**src/rtl/mem_arbiter.sv**
```systemverilog
// mem_arbiter: shares a single main-memory port between the instruction
// cache and the data cache. The arbiter accepts line refills from either
// cache and dirty-line writebacks from the dcache, and grants them one at a
// time in round-robin order. It routes read responses back as a one-cycle
// fill pulse and raises a sticky error when a response never arrives.
//
// Ports
//   clk, reset                  clock, asynchronous active-high reset
//   icache_req_in/_addr_in      icache refill request (held until grant)
//   dcache_req_in/_write_in/
//     _addr_in/_data_in         dcache refill or writeback request
//   icache/dcache_grant_out     current owner of the memory port
//   mem_req_*_out               one-cycle request strobe plus latched payload
//   mem_resp_*_in               memory response / write-ack strobe
//   icache/dcache_fill_out      one-cycle fill pulse to the owner
//   fill_addr_out/_data_out     shared fill payload, held between fills
//   timeout_err_out             sticky response-timeout flag
//
// state | meaning
// ------+-------------------------------------------------------------
// IDLE  | no owner; arbitrate and latch the winning request
// ISSUE | mem_req_out strobe for one cycle
// WAIT  | waiting for a response whose address matches; timeout runs
// RESP  | owner's fill pulse is high; return to IDLE next cycle

module mem_arbiter #(
  parameter int CACHE_LINE_WIDTH = 128,
  parameter int ADDRESS_WIDTH    = 32,
  parameter int TIMEOUT_CYCLES   = 64
) (
  input  logic                        clk,
  input  logic                        reset,
  input  logic                        icache_req_in,
  input  logic [ADDRESS_WIDTH-1:0]    icache_req_addr_in,
  input  logic                        dcache_req_in,
  input  logic                        dcache_req_write_in,
  input  logic [ADDRESS_WIDTH-1:0]    dcache_req_addr_in,
  input  logic [CACHE_LINE_WIDTH-1:0] dcache_req_data_in,
  output logic                        icache_grant_out,
  output logic                        dcache_grant_out,
  output logic                        mem_req_out,
  output logic                        mem_req_write_out,
  output logic [ADDRESS_WIDTH-1:0]    mem_req_addr_out,
  output logic [CACHE_LINE_WIDTH-1:0] mem_req_data_out,
  input  logic                        mem_resp_in,
  input  logic [ADDRESS_WIDTH-1:0]    mem_resp_addr_in,
  input  logic [CACHE_LINE_WIDTH-1:0] mem_resp_data_in,
  output logic                        icache_fill_out,
  output logic                        dcache_fill_out,
  output logic [ADDRESS_WIDTH-1:0]    fill_addr_out,
  output logic [CACHE_LINE_WIDTH-1:0] fill_data_out,
  output logic                        timeout_err_out
);

  localparam int CNT_W = $clog2(TIMEOUT_CYCLES + 1);
  // Last WAIT cycle index: counter starts at 0, so WAIT lasts TIMEOUT_CYCLES cycles.
  localparam logic [CNT_W-1:0] TMO_LAST = CNT_W'(TIMEOUT_CYCLES - 1);
  localparam logic [CNT_W-1:0] TMO_MAX  = CNT_W'(TIMEOUT_CYCLES);

  // Owner encoding: 0 = icache, 1 = dcache.
  localparam logic OWNER_I = 1'b0;
  localparam logic OWNER_D = 1'b1;

  typedef enum logic [1:0] {IDLE, ISSUE, WAIT, RESP} state_t;

  state_t                      state_q, state_d;
  logic                        owner_q, owner_d;
  logic                        last_owner_q, last_owner_d;
  logic                        req_write_q, req_write_d;
  logic [ADDRESS_WIDTH-1:0]    req_addr_q, req_addr_d;
  logic [CACHE_LINE_WIDTH-1:0] req_data_q, req_data_d;
  logic                        mem_req_q, mem_req_d;
  logic                        icache_grant_q, icache_grant_d;
  logic                        dcache_grant_q, dcache_grant_d;
  logic                        icache_fill_q, icache_fill_d;
  logic                        dcache_fill_q, dcache_fill_d;
  logic [ADDRESS_WIDTH-1:0]    fill_addr_q, fill_addr_d;
  logic [CACHE_LINE_WIDTH-1:0] fill_data_q, fill_data_d;
  logic                        timeout_err_q, timeout_err_d;
  logic [CNT_W-1:0]            tmo_cnt_q, tmo_cnt_d;

  logic winner;
  logic resp_match;

  assign resp_match = mem_resp_in && (mem_resp_addr_in == req_addr_q);

  always_comb begin
    state_d        = state_q;
    owner_d        = owner_q;
    last_owner_d   = last_owner_q;
    req_write_d    = req_write_q;
    req_addr_d     = req_addr_q;
    req_data_d     = req_data_q;
    mem_req_d      = 1'b0;
    icache_grant_d = icache_grant_q;
    dcache_grant_d = dcache_grant_q;
    icache_fill_d  = 1'b0;
    dcache_fill_d  = 1'b0;
    fill_addr_d    = fill_addr_q;
    fill_data_d    = fill_data_q;
    timeout_err_d  = timeout_err_q;
    tmo_cnt_d      = tmo_cnt_q;
    winner         = OWNER_I;

    case (state_q)
      IDLE: begin
        if (icache_req_in || dcache_req_in) begin
          // On a tie the requester not served last wins.
          if (icache_req_in && dcache_req_in) winner = ~last_owner_q;
          else                                winner = dcache_req_in ? OWNER_D : OWNER_I;
          owner_d        = winner;
          last_owner_d   = winner;
          req_addr_d     = (winner == OWNER_D) ? dcache_req_addr_in : icache_req_addr_in;
          req_data_d     = (winner == OWNER_D) ? dcache_req_data_in : '0;
          req_write_d    = (winner == OWNER_D) && dcache_req_write_in;
          mem_req_d      = 1'b1;
          icache_grant_d = (winner == OWNER_I);
          dcache_grant_d = (winner == OWNER_D);
          state_d        = ISSUE;
        end
      end
      ISSUE: begin
        tmo_cnt_d = '0;
        state_d   = WAIT;
      end
      WAIT: begin
        // A matching response on the final WAIT cycle beats the timeout.
        if (resp_match) begin
          if (req_write_q) begin
            icache_grant_d = 1'b0;
            dcache_grant_d = 1'b0;
            state_d        = IDLE;
          end else begin
            fill_addr_d   = mem_resp_addr_in;
            fill_data_d   = mem_resp_data_in;
            icache_fill_d = (owner_q == OWNER_I);
            dcache_fill_d = (owner_q == OWNER_D);
            state_d       = RESP;
          end
        end else if (tmo_cnt_q >= TMO_LAST) begin
          timeout_err_d  = 1'b1;
          icache_grant_d = 1'b0;
          dcache_grant_d = 1'b0;
          state_d        = IDLE;
        end
        if (tmo_cnt_q != TMO_MAX) tmo_cnt_d = tmo_cnt_q + 1'b1;
      end
      RESP: begin
        icache_grant_d = 1'b0;
        dcache_grant_d = 1'b0;
        state_d        = IDLE;
      end
      default: state_d = IDLE;
    endcase
  end

  always_ff @(posedge clk or posedge reset) begin
    if (reset) begin
      state_q        <= IDLE;
      owner_q        <= OWNER_I;
      last_owner_q   <= OWNER_I;
      req_write_q    <= 1'b0;
      req_addr_q     <= '0;
      req_data_q     <= '0;
      mem_req_q      <= 1'b0;
      icache_grant_q <= 1'b0;
      dcache_grant_q <= 1'b0;
      icache_fill_q  <= 1'b0;
      dcache_fill_q  <= 1'b0;
      fill_addr_q    <= '0;
      fill_data_q    <= '0;
      timeout_err_q  <= 1'b0;
      tmo_cnt_q      <= '0;
    end else begin
      state_q        <= state_d;
      owner_q        <= owner_d;
      last_owner_q   <= last_owner_d;
      req_write_q    <= req_write_d;
      req_addr_q     <= req_addr_d;
      req_data_q     <= req_data_d;
      mem_req_q      <= mem_req_d;
      icache_grant_q <= icache_grant_d;
      dcache_grant_q <= dcache_grant_d;
      icache_fill_q  <= icache_fill_d;
      dcache_fill_q  <= dcache_fill_d;
      fill_addr_q    <= fill_addr_d;
      fill_data_q    <= fill_data_d;
      timeout_err_q  <= timeout_err_d;
      tmo_cnt_q      <= tmo_cnt_d;
    end
  end

  assign icache_grant_out  = icache_grant_q;
  assign dcache_grant_out  = dcache_grant_q;
  assign mem_req_out       = mem_req_q;
  assign mem_req_write_out = req_write_q;
  assign mem_req_addr_out  = req_addr_q;
  assign mem_req_data_out  = req_data_q;
  assign icache_fill_out   = icache_fill_q;
  assign dcache_fill_out   = dcache_fill_q;
  assign fill_addr_out     = fill_addr_q;
  assign fill_data_out     = fill_data_q;
  assign timeout_err_out   = timeout_err_q;

endmodule

```
**config.mk**
```make
export PLATFORM = sky130hd
export DESIGN_NAME = mem_arbiter
export DESIGN_NICKNAME = d
export VERILOG_FILES = /design/src/rtl/mem_arbiter.sv
export SDC_FILE = /design/constraint.sdc
export NUM_CORES = 1
export LEC_CHECK = 0
export ABC_AREA = 1
export CAP_MARGIN = 20
export CORE_AREA = 2 2 267 269
export CTS_BUF_LIST = sky130_fd_sc_hd__clkbuf_2
export DETAILED_ROUTE_END_ITERATION = 12
export DIE_AREA = 0 0 269 271
export DONT_BUFFER_PORTS = 1
export RECOVER_POWER = 100
export SYNTH_ARGS = -nofsm -noshare
export SYNTH_HDL_FRONTEND = slang
export SYNTH_SLANG_ARGS = --single-unit
```
**constraint.sdc**
```tcl
create_clock -name clk -period 41.8 [get_ports clk]
set_input_delay 12.54 -clock clk [delete_from_list [all_inputs] [get_ports clk]]
set_output_delay 12.54 -clock clk [all_outputs]
set_load 0.005 [all_outputs]
```
==> results of run 1 <==
## sequential cells by signal, summed over array words and instances, names as in the netlist
register,cells
mem_req_out,1
last_owner_q,1
icache_fill_out,1
fill_addr_out,32
dcache_grant_out,1
timeout_err_out,1
mem_req_data_out,128
tmo_cnt_q,7
mem_req_addr_out,32
mem_req_write_out,1
fill_data_out,128
icache_grant_out,1
state_q,2
dcache_fill_out,1
## through the flow
| step | area [sq um] | power (mW) | utilization, % | cells |
|---|---|---|---|---|
| global placement | 15300 | 0.716 | 21.9 | 2555 |
| floorplan | 14500 | 0.625 | - | 1695 |
| finish | 16100 | 0.958 | 23.1 | 2725 |
| CTS | 16200 | 0.978 | 23.2 | 2717 |
| detailed placement | 15300 | 0.719 | 21.9 | 2555 |
| global route | 16100 | 1.04 | 23.1 | 2725 |
## synthesized netlist by cell type, drive strengths merged
| library cell | instances | area [sq um] |
|---|---|---|
| inv | 373 | 1400 |
| dfrtp | 337 | 8430 |
| nor2 | 237 | 892 |
| o21ai | 166 | 831 |
| a21oi | 163 | 838 |
| nand3 | 145 | 731 |
| nand2 | 120 | 450 |
| buf | 46 | 362 |
| clkbuf | 44 | 165 |
| o22ai | 31 | 194 |
| nand4 | 8 | 50.1 |
| nor4 | 4 | 25.0 |
| xnor2 | 4 | 35.0 |
| a31oi | 3 | 18.8 |
| nor3 | 3 | 15.0 |
| and2 | 2 | 12.5 |
| ha | 2 | 25.0 |
| xor2 | 2 | 17.5 |
| a21boi | 1 | 7.51 |
| a22o | 1 | 8.76 |
| a31o | 1 | 8.76 |
| nand3b | 1 | 7.51 |
| or2 | 1 | 6.26 |
## layout make-up
type	instances	share of cell area (%)
sequential	337	52.4
multi-input combinational	895	25.9
inverter	373	8.71
tap	940	7.30
clock buffer	135	4.19
clock inverter	27	1.19
timing repair buffer	12	0.303
antenna	6	0.0932
## where the power goes
group          leakage (nW)  switching [mW]  internal (mW)  total [mW]
Sequential             3.70          0.0905          0.409       0.499
Combinational          3.80           0.146         0.0642       0.210
Clock                 0.644           0.148          0.101       0.249
Total                  8.14           0.385          0.573       0.958
## logic make-up (layout without fill, tap and decap cells)
group | count (synthesis) | in the layout
flops | 337 | 337
fa+ha+maj | 2 | 2
xor+xnor | 6 | 6
compound gates | 366 | 366
other cells | 0 | 6
simple gates | 521 | 521
buf+inv | 463 | 547
## metal layers
metal	up-vias	track usage [%]	share of wire (%)
met5	-	0	0.055
met4	4	5.19	2.7
met3	83	5.83	11
li1	5359	-	-
met1	5108	14.7	38
met2	572	22.3	48
## worst reg2reg max path, stage by stage, from the launching register on
cell,delay [ns]
dfrtp_1,0.39
nor2_1,0.17
inv_1,0.08
a21oi_1,1.03
clkbuf_1,2.45
clkbuf_1,2.50
clkbuf_1,0.49
clkbuf_1,2.94
nand3_1,0.75
o21ai_0,0.27
## final timing paths
kind | cells after the start | startpoint | slack [ns] | endpoint
min in group asynchronous | 1 | reset | 12.95 | mem_req_data_out[22]
min | 2 | fill_data_out[107] | 0.54 | fill_data_out[107]
max reg2reg | 9 | state_q[0] | 30.60 | mem_req_data_out[61]
max in group clk | 8 | icache_req_in | 19.72 | mem_req_data_out[61]
max | 3 | reset | 17.86 | fill_data_out[108]
min reg2reg | 2 | fill_data_out[107] | 0.54 | fill_data_out[107]
==> results.cfg, run 1 <==
[floorplanning]
initial_core_util_pct = 20.8
dieArea_sq_um = 72900
die_x_um = 269
io_pins = 685
rows = 97
die_h_um = 271
core_area_sq_um = 69800

[outcome]
violations = capacitance limit, slew limit
status = finished with violations

[sta]
rsz0062_at_grt = false
hold_viol_final = 0
timing.final.ws_setup_ns = 17.86
tns_ns = 0
fin_worst_skew_ns = 0.124
period_share_pct = 57.3
finalCriticalPeriod_ns = 23.94
worst_pin_slew_ns = 8.09
setup_violations = 0
relSlewSlack_pct = -439
drv_slew = 1127
fmax_mhz = 41.8
whs_ns = 0.540

[clock_tree]
cts_tree = yes
cts_buffer_depth = 3
insertion_delay_ns = 1.08
cts_setup_buffers = 0
cts_resized = 0
cts_buffers = 91
htreeDepth = 3
cts-hold-fix-buffers = 0
path_clk_slew_ns = 0.09
clock_sinks = 337
cts_root_buf = clkbuf_2

[global_route]
grt_max_degree = 148
antenna_found_initial = 8
overflow = 0
grt_usage_pct = 13.3
grt_pass1_vias = 11100
grt_pass1_wl_um = 71100

[setup_path]
cpMostUsedCell = clkbuf_1
path_class = input pin to async pin
cp_top_family = buffers and inverters
cp.buffers_inverters = 3
crit_path_top_delay_cell = clkbuf_1
crit_arrival_ns = 24.20
cpPeakStageDelay_ns = 5.83
crit_required_ns = 42.07
crit_fanout = 147
end_kind = async pin
start_kind = input pin
cp_cell_sequence = clkinvlp_2, clkbuf_1, clkbuf_1

[routing]
wl_per_cell_um = 18.7
wl_um = 51000
dr.pass1.iters = 5
first_iter_violations = 573
viasPerCell = 4.08
drc = 0
antenna_left = 0
vias = 11100

[placed_design]
io_buffers = 0
dpl.hpwl_um = 38400
place_ws_ns = 25.41
place_congestion = 0.816

[logic_synthesis]
syn_area_sq_um = 14500
synth_seq_cells = 337
seq_area_frac_synth_pct = 58.0
synth_compound_area_share_pct = 13.1
syn_nets = 2055
avgSynthCellArea_sq_um = 8.57
synth_mux_area_share_pct = 0
synth_top_family_by_area = simple AND/OR/NAND/NOR gates
ys_warn_count = 0
synth_cells = 1695
synth_fa_ha_area_share_pct = 0.172
synth_xor_area_share_pct = 0.362
yosysUniqueCellTypes = 28
synth_simple_gate_area_share_pct = 15.1

[final_layout]
final_cell_mix = inv_1, dfrtp_1, nor2_1
multi_input_area_sq_um = 4170
drive_above_1_share_pct = 9.11
fillCellCount = 7698
layout_commonest_cell = inv_1
syn_to_final_growth_pct = 10.8
fin_nets = 2070
register_area_sq_um = 8430

[power_and_ir_drop]
leakage_nw = 8.14
vdd_drop_max_v = 0.0000576
power.density_nw_per_um2 = 59.5

[worst_hold_path]
worstHoldPathType = flop to flop

[flow_run]
cap_violations = 12
No activity file was read; power rests on OpenSTA's default activity.
==> run 2: changes to the inputs <==
Clock period 41.8 ns to 24.3 ns, I/O delays scaled along.
==> run 2 against run 1 <==
Wire length grew 0.78%. Critical path depth grew 9. Non-clock buffer count grew 1. Sequential share of layout area grew 0.15 points. Clock skew grew 0.030 ns. The flow still finishes with violations (capacitance limit, slew limit). Hold slack lost 0.00051 ns. Power grew 70%. Combinational power grew 73%. Final cell count shrank 0.48%. Utilization shrank 0.065 points. Largest power group unchanged. Clock power grew 61%. Design area shrank 0.28%.
==> results.cfg, run 2 (synthesized netlist as in run 1, its figures left out) <==
[routing]
drc = 0
dr.pass1.iters = 7
antenna_left = 0
viasPerCell = 4.11
first_iter_violations = 633
vias = 11100
wl_um = 51400
wl_per_cell_um = 18.9

[sta]
worst_pin_slew_ns = 4.32
relSlewSlack_pct = -190
hold_viol_final = 0
tns_ns = 0
setup_violations = 0
fin_worst_skew_ns = 0.154
finalCriticalPeriod_ns = 14.30
timing.final.ws_setup_ns = 10.0
period_share_pct = 58.9
drv_slew = 781
rsz0062_at_grt = false
fmax_mhz = 69.9

[clock_tree]
cts_resized = 0
cts-hold-fix-buffers = 0
cts_buffer_depth = 3
cts_tree = yes
cts_buffers = 89
path_clk_slew_ns = 0.09
cts_root_buf = clkbuf_2
htreeDepth = 3
insertion_delay_ns = 1.09
clock_sinks = 337
cts_setup_buffers = 0

[worst_hold_path]
holdPathStages = 2
worstHoldPathType = flop to flop

[power_and_ir_drop]
vdd_drop_max_v = 0.000140
leakage_nw = 8.11
power.density_nw_per_um2 = 101

[setup_path]
start_kind = input pin
end_kind = flop
path_class = input pin to flop
crit_fanout = 113
ff2ff_path_depth = 13
crit_required_ns = 25.16
crit_arrival_ns = 15.16

[global_route]
grt_pass1_wl_um = 71800
grt_usage_pct = 13.4
antenna_found_initial = 9
overflow = 0
grt_pass1_vias = 11200
grt_max_degree = 136

[final_layout]
drive_above_1_share_pct = 8.33
fillCellCount = 7758
final_cell_mix = inv_1, dfrtp_1, nor2_1
layout_commonest_cell = inv_1
syn_to_final_growth_pct = 10.5
fin_nets = 2069

[floorplanning]
core_area_sq_um = 69800
rows = 97
io_pins = 685
initial_core_util_pct = 20.8
die_h_um = 271
dieArea_sq_um = 72900
die_x_um = 269

[placed_design]
dpl.hpwl_um = 38900
io_buffers = 0
place_ws_ns = 13.12
place_congestion = 0.837

[flow_run]
cap_violations = 11

[outcome]
violations = capacitance limit, slew limit
status = finished with violations
==> run 2: cell type report <==
class | count | area, sq um | area share [%]
Sequential cell | 337 | 8430 | 52.5
Multi-Input combinational cell | 895 | 4170 | 25.9
Inverter | 373 | 1410 | 8.76
Tap cell | 940 | 1180 | 7.32
Clock buffer | 120 | 601 | 3.74
Clock inverter | 26 | 181 | 1.13
Timing Repair Buffer | 13 | 80.1 | 0.499
Antenna cell | 8 | 20.0 | 0.125
==> run 2: worst max-delay path, cell delays in order <==
cell      delay [ns]
inv_1           0.02
nand2_1         0.04
nand2_1         0.19
nand3_1         0.18
nor2_1          0.06
nand2_1         0.05
nor2_1          0.04
nand3_1         1.53
clkbuf_1        2.32
clkbuf_1        1.99
buf_4           1.03
a21oi_1         0.21
==> run 2: stage by stage <==
step | cells | hold WS [ns] | area, sq um | utilization [%] | power, mW
floorplan | 1695 | 0.424 | 14500 | - | 1.07
global placement | 2557 | 0.471 | 15300 | 21.9 | 1.23
detailed placement | 2557 | 0.484 | 15300 | 21.9 | 1.24
CTS | 2703 | 0.517 | 16100 | 23.0 | 1.66
global route | 2711 | 0.562 | 16100 | 23.0 | 1.76
finish | 2712 | 0.539 | 16100 | 23.0 | 1.63
==> run 2: power breakdown <==
group,total (mW),switching [mW],internal (mW)
Sequential,0.859,0.157,0.702
Combinational,0.364,0.253,0.111
Clock,0.402,0.245,0.157
Total,1.63,0.655,0.970
==> run 2: per-layer routing <==
layer	GRT usage (%)	wire length [um]	part of all wire (%)
met1	15.1	20000	39
met4	5.67	1630	3.2
met2	22.2	24300	47
met5	0	13	0.025
met3	5.71	5400	11
==> run 2: final timing paths <==
path / start / endpoint / slack (ns)
hold / removal: fill_data_out[9] / fill_data_out[9] / 0.54
min in group asynchronous: reset / tmo_cnt_q[4] / 7.43
setup reg to reg: mem_req_addr_out[30] / fill_data_out[34] / 15.61
max in group asynchronous: reset / fill_addr_out[17] / 10.13
hold reg to reg: fill_data_out[9] / fill_data_out[9] / 0.54
setup / recovery: mem_resp_addr_in[24] / fill_data_out[34] / 10.0
